$ cat config.mk
export PLATFORM = sky130hd
export DESIGN_NAME = fx2_cmd_dispatcher
export DESIGN_NICKNAME = d
export VERILOG_FILES = /design/src/rtl/fx2_dispatch_pkg.sv /design/src/rtl/dispatch_ack_timer.sv /design/src/rtl/fx2_cmd_dispatcher.sv
export SDC_FILE = /design/constraint.sdc
export NUM_CORES = 1
export LEC_CHECK = 0
export BUFFER_PORTS_ARGS = -buffer_cell sky130_fd_sc_hd__buf_2
export CORE_AREA = 2 2 60 68
export CTS_CLUSTER_SIZE = 25
export DETAILED_ROUTE_END_ITERATION = 8
export DIE_AREA = 0 0 62 70
export PLACE_DENSITY = 0.91
export RECOVER_POWER = 50
export SLEW_MARGIN = 10
export SYNTH_ARGS = -nofsm -noshare
export SYNTH_HDL_FRONTEND = slang
export SYNTH_SLANG_ARGS = --single-unit
export TNS_END_PERCENT = 30
$ cat constraint.sdc
create_clock -name clk -period 7.2 [get_ports clk]
set_clock_uncertainty 0.05 [all_clocks]
set_input_delay 1.44 -clock clk [delete_from_list [all_inputs] [get_ports clk]]
set_output_delay 1.44 -clock clk [all_outputs]
set_load 0.05 [all_outputs]
$ cat src/rtl/fx2_dispatch_pkg.sv
// fx2_dispatch_pkg: shared state encoding, header field layout and length decode for fx2_cmd_dispatcher
package fx2_dispatch_pkg;
  typedef enum logic [2:0] {IDLE, FETCH, STROBE, ACK, DISCARD} state_e;
  localparam int HDR_IDX_MSB = 7;
  localparam int HDR_IDX_LSB = 4;
  localparam int HDR_LEN_MSB = 3;
  localparam int HDR_LEN_LSB = 0;
  localparam int LEN_ZERO_VALUE = 16;
  function automatic logic [4:0] hdr_len(input logic [7:0] hdr);
    return (hdr[HDR_LEN_MSB:HDR_LEN_LSB] == 4'd0) ? 5'(LEN_ZERO_VALUE) : {1'b0, hdr[HDR_LEN_MSB:HDR_LEN_LSB]};
  endfunction
endpackage

$ cat src/rtl/dispatch_ack_timer.sv
// dispatch_ack_timer: counts un-acked ACK cycles and flags expiry (only built with DISPATCH_TIMEOUT_EN)
// Ports: clk, reset (sync, active-high), clr (hold count at 0), en (count this cycle), expire (en on the ACK_TIMEOUT-th counted cycle)
`ifdef DISPATCH_TIMEOUT_EN
module dispatch_ack_timer #(
  parameter int ACK_TIMEOUT = 15
) (
  input  logic clk,
  input  logic reset,
  input  logic clr,
  input  logic en,
  output logic expire
);
  logic [7:0] cnt_q, cnt_d;
  always_comb cnt_d = clr ? 8'd0 : en ? cnt_q + 8'd1 : cnt_q;
  always_ff @(posedge clk) begin
    if (reset) cnt_q <= 8'd0;
    else cnt_q <= cnt_d;
  end
  // cnt_q holds the number of earlier un-acked ACK cycles, so this fires on the ACK_TIMEOUT-th one
  assign expire = en && (cnt_q == 8'(ACK_TIMEOUT - 1));
endmodule
`endif

$ cat src/rtl/fx2_cmd_dispatcher.sv
// fx2_cmd_dispatcher: parses framed bytes from the FX2 FIFO and strobes each payload byte to a one-hot target
// Ports: clk, reset (sync, active-high); FIFO read side fifo_data/fifo_empty/fifo_rd;
//   target side tgt_mask/tgt_data/tgt_ack; status busy, err_bad_tgt, err_timeout, err_clr, frame_cnt.
// Optional feature macro: DISPATCH_TIMEOUT_EN (ack timeout via dispatch_ack_timer; otherwise ACK waits forever).
module fx2_cmd_dispatcher
  import fx2_dispatch_pkg::*;
#(
  parameter int N_TARGETS   = 4,
  parameter int ACK_TIMEOUT = 15
) (
  input  logic                 clk,
  input  logic                 reset,
  input  logic [7:0]           fifo_data,
  input  logic                 fifo_empty,
  output logic                 fifo_rd,
  output logic [N_TARGETS-1:0] tgt_mask,
  output logic [7:0]           tgt_data,
  input  logic [N_TARGETS-1:0] tgt_ack,
  output logic                 busy,
  output logic                 err_bad_tgt,
  output logic                 err_timeout,
  input  logic                 err_clr,
  output logic [15:0]          frame_cnt
);
  if (N_TARGETS < 1 || N_TARGETS > 16 || ACK_TIMEOUT < 1 || ACK_TIMEOUT > 255) begin : g_bad_cfg
    $error("fx2_cmd_dispatcher: parameter out of range");
  end
  state_e state_q, state_d;
  logic [3:0] idx_q, idx_d;
  logic [4:0] rem_q, rem_d;
  logic [7:0] data_q, data_d;
  logic err_bad_q, err_bad_d, err_to_q, err_to_d;
  logic [15:0] cnt_q, cnt_d;
  logic [N_TARGETS-1:0] sel;
  logic ack_hit, expire, idx_ok, last;
  assign sel     = N_TARGETS'(1) << idx_q;
  assign ack_hit = |(tgt_ack & sel);
  assign idx_ok  = {1'b0, fifo_data[HDR_IDX_MSB:HDR_IDX_LSB]} < 5'(N_TARGETS);
  assign last    = rem_q == 5'd1;
`ifdef DISPATCH_TIMEOUT_EN
  dispatch_ack_timer #(.ACK_TIMEOUT(ACK_TIMEOUT)) u_timer (
    .clk(clk),
    .reset(reset),
    .clr(state_q != ACK),
    .en(state_q == ACK && !ack_hit),
    .expire(expire)
  );
`else
  assign expire = 1'b0;
`endif
  always_ff @(posedge clk) begin
    if (reset) begin
      state_q   <= IDLE;
      idx_q     <= 4'd0;
      rem_q     <= 5'd0;
      data_q    <= 8'h00;
      err_bad_q <= 1'b0;
      err_to_q  <= 1'b0;
      cnt_q     <= 16'd0;
    end else begin
      state_q   <= state_d;
      idx_q     <= idx_d;
      rem_q     <= rem_d;
      data_q    <= data_d;
      err_bad_q <= err_bad_d;
      err_to_q  <= err_to_d;
      cnt_q     <= cnt_d;
    end
  end
  // new errors are assigned after the clear default, so they win over err_clr
  always_comb begin
    state_d   = state_q;
    idx_d     = idx_q;
    rem_d     = rem_q;
    data_d    = data_q;
    cnt_d     = cnt_q;
    err_bad_d = err_clr ? 1'b0 : err_bad_q;
    err_to_d  = err_clr ? 1'b0 : err_to_q;
    case (state_q)
      IDLE: if (!fifo_empty) begin
        idx_d   = fifo_data[HDR_IDX_MSB:HDR_IDX_LSB];
        rem_d   = hdr_len(fifo_data);
        state_d = idx_ok ? FETCH : DISCARD;
        if (!idx_ok) err_bad_d = 1'b1;
      end
      FETCH: if (!fifo_empty) begin
        data_d  = fifo_data;
        state_d = STROBE;
      end
      STROBE: state_d = ACK;
      ACK: if (ack_hit) begin
        rem_d   = rem_q - 5'd1;
        state_d = last ? IDLE : FETCH;
        if (last) cnt_d = cnt_q + 16'd1;
      end else if (expire) begin
        // the un-acked byte is abandoned; only the bytes still in the FIFO need discarding
        err_to_d = 1'b1;
        rem_d    = rem_q - 5'd1;
        state_d  = last ? IDLE : DISCARD;
      end
      DISCARD: if (!fifo_empty) begin
        rem_d = rem_q - 5'd1;
        if (last) state_d = IDLE;
      end
      default: state_d = IDLE;
    endcase
  end
  // reset gates the combinational pop and strobe so a mid-frame reset has no side effect in its own cycle
  always_comb begin
    fifo_rd  = !reset && !fifo_empty && (state_q == IDLE || state_q == FETCH || state_q == DISCARD);
    tgt_mask = (!reset && state_q == STROBE) ? sel : '0;
  end
  assign busy        = state_q != IDLE;
  assign tgt_data    = data_q;
  assign err_bad_tgt = err_bad_q;
  assign err_timeout = err_to_q;
  assign frame_cnt   = cnt_q;
endmodule

==> results by group <==
Run status
  • Status: finished, violations left
  • Violated checks: capacitance limit, slew limit

CTS
  • CTS Hold Buffers Added: 0
  • Worst skew pair latency: 290 ps
  • Setup bufs post-CTS: 0
  • Clk slew on worst S/H paths: 70 ps
  • Cts bufs inserted: 5
  • Root Driver: clkbuf_8
  • H-tree lvl count: 2
  • CTS tree: yes
  • CTS Sinks: 37
  • Post-CTS Resized: 0
  • CTS max path bufs: 2

STA
  • RSZ-0062 raised after global routing: no
  • Final WS setup: 2400 ps
  • Final Max Slew Viols: 41
  • Tmin final: 4800 ps
  • Period Utilization, post-route: 66.6%
  • Setup TNS: 0 ps
  • Final Hold Viols: 0
  • Worst-Margin Slew: 1600 ps
  • Peak Freq: 208 MHz
  • Max-slew headroom: -6.87%
  • Setup violators final: 0

Global routing
  • Initial antenna violation count: 0
  • Pin count of the biggest net entering global routing: 41
  • Vias in the first global route: 1,791
  • Total track usage: 22.2%
  • Total congestion overflow: 0
  • First-pass GRT wire length: 7420 um

Yosys
  • Flip-flop and latch count after synthesis: 37
  • Synth cell types: 50
  • Synthesized Nets: 273
  • Sequential fraction of the synthesis area: 36.8%
  • Syn Inst Count: 254
  • Syn avg cell area: 7.92 sq um
  • Area leader, netlist: dfxtp_1
  • Number of flops mapped to enable cells by yosys: 0
  • Syn Std Cell Area: 2010 sq um
  • Synth Flop Type: dfxtp_1
  • Total number of yosys warnings: 0
  • Top cells by area, synth: dfxtp_1, a21oi_1, nand2_1
  • Ys async rst share: 0%
  • Top-area cell type share of the netlist area: 36.8%

Final layout
  • Non-Filler Cell Area, Final: 2280 sq um
  • FF/Latch Area: 741 sq um
  • ANT cells: 0
  • Layout area overhead: 13.5%
  • Area of the multi-input gates: 1160 sq um
  • Share of layout cells above drive strength 1: 13.4%
  • Nets@finish: 309
  • Commonest non-fill, non-tap cell in the layout: dfxtp_1
  • Most frequent cells in the layout: dfxtp_1, nand2_1, a21oi_1
  • Final cell count without fillers: 343
  • Fill cells: 361
  • Post-layout util: 60.8%

Setup path
  • Crit-path cells: clkbuf_1, nor2_1, and4_2, buf_2
  • Cells on worst reg2reg path: 5
  • Crit path depth: 4
  • Crit Path Max Fanout: 40
  • CP Data Arrival Time: 3310 ps
  • CP startpoint kind: input pin
  • Top delay family on crit path: buffers and inverters
  • Critical Path RT: 5710 ps
  • Max stage delay on crit path: 1130 ps
  • WS Path Type: input pin to output port
  • Worst path slowest cell: clkbuf_1
  • WP buf/inv: 2
  • Crit end category: output port

Power
  • Worst vdd ir: 0.000172 V
  • Clock share of power: 32.4%
  • Power Internal: 0.000304 W
  • Gate power share: 16.1%
  • Psw: 0.000127 W
  • Sequential share of power: 51.5%
  • Power density over cell area: 189 nW/um^2
  • Sw Share: 29.4%
  • Leak: 0.791 nW

Detailed routing
  • Via density: 5.88
  • DRT Pass-1 Iters: 6
  • Post-Route WL: 4620 um
  • Initial drt markers: 154
  • Routed len/inst: 13.5 um
  • Routed Antenna Nets: 0
  • Routed via count: 2,016
  • Drt drc: 0

Place
  • I/O Buffers: 46
  • Placed Cells: 335
  • Gpl congestion: 0.848
  • Final HPWL DP: 3410 um
  • Pre-CTS setup slack: 3070 ps
  • Placed inst area: 2230 sq um

Die
  • DIE HEIGHT: 70 um
  • I/O pins: 48
  • Width of the die: 62 um
  • Initial core utilization: 53.6%
  • Die area: 4340 sq um
  • Core area: 3750 sq um
  • Row Count: 24

Worst hold path
  • Worst min-delay path category: register to register
  • WHS Path Cells: 2

Flow run
  • Max Cap Violations: 1
layer usage:
layer / up-vias / track usage [%] / wire (um)
li1: 985 / - / -
met1: 944 / 24.1 / 1840
met2: 79 / 37.3 / 2380
met3: 8 / 6.85 / 325
met4: 0 / 10.6 / 76
met5: - / 0 / 0
worst register-to-register path: stages (launching register included):
cell and delay [ps]:
dfxtp_1 650, inv_1 270, or2_2 410, or4_4 610
or4_1 420, a21oi_1 140
per-stage QoR:
| step | total power (W) | hold slack (ps) |
|---|---|---|
| after floorplan | 0.000279 | 404 |
| after global placement | 0.000293 | 394 |
| after detailed placement | 0.000295 | 400 |
| after CTS | 0.000436 | 411 |
| after global routing | 0.000451 | 426 |
| final | 0.000431 | 411 |
flip-flops by register name, summed over array words and instances, names as in the netlist:
name         cells
rem_q            5
state_q          3
frame_cnt       16
err_bad_tgt      1
tgt_data         8
idx_q            4
final cells by class:
| cell class | count | share of cell area [%] |
|---|---|---|
| well taps | 52 | 2.85 |
| repair buffers | 47 | 9.15 |
| clock inverters | 3 | 0.767 |
| multi-input cells | 192 | 50.6 |
| flip-flops and latches | 37 | 32.4 |
| clock buffers | 5 | 3.01 |
| inverters | 7 | 1.15 |
kinds of logic (layout without fill, tap and decap cells):
kind of cell	count (synthesis)	count (layout)	synth area share (%)
mux	8	8	3.98
other cells	1	1	0.186
compound gates	64	64	19.5
xor+xnor	6	6	2.61
flops	37	37	36.8
simple gates	110	110	29.4
fa+ha+maj	3	3	1.87
buf+inv	25	62	5.72
power by group through the flow:
stage	logic [W]	clock network, W	registers [W]
after global routing	0.0000760	0.000152	0.000223
after CTS	0.0000694	0.000145	0.000222
after detailed placement	0.0000688	0	0.000226
final	0.0000695	0.000140	0.000222
after floorplan	0.0000548	0	0.000224
after global placement	0.0000668	0	0.000226
synth_stat cells (2+ instances only):
cell / number
a21oi_1: 28
and2b_1: 2
buf_2: 2
buf_6: 2
clkbuf_1: 12
dfxtp_1: 37
ha_1: 3
inv_1: 7
mux2i_1: 8
nand2_1: 29
nand2b_1: 7
nand3_1: 5
nand4_1: 6
nor2_1: 19
nor2b_1: 2
nor3_1: 7
nor3b_1: 4
nor4_1: 5
nor4b_1: 3
o2111ai_1: 3
o21ai_0: 15
o22ai_1: 2
o31a_2: 2
o31ai_1: 2
o41ai_1: 2
or3_1: 12
xnor2_1: 5
path summary, 6_finish.rpt:
path                     from       endpoint  slack (ps)
setup / recovery        reset    tgt_mask[3]        2400
hold / removal    tgt_data[5]    tgt_data[5]         410
setup reg to reg   state_q[1]  frame_cnt[15]        4570
hold reg to reg   tgt_data[5]    tgt_data[5]         410
No activity file was read; power rests on OpenSTA's default activity.
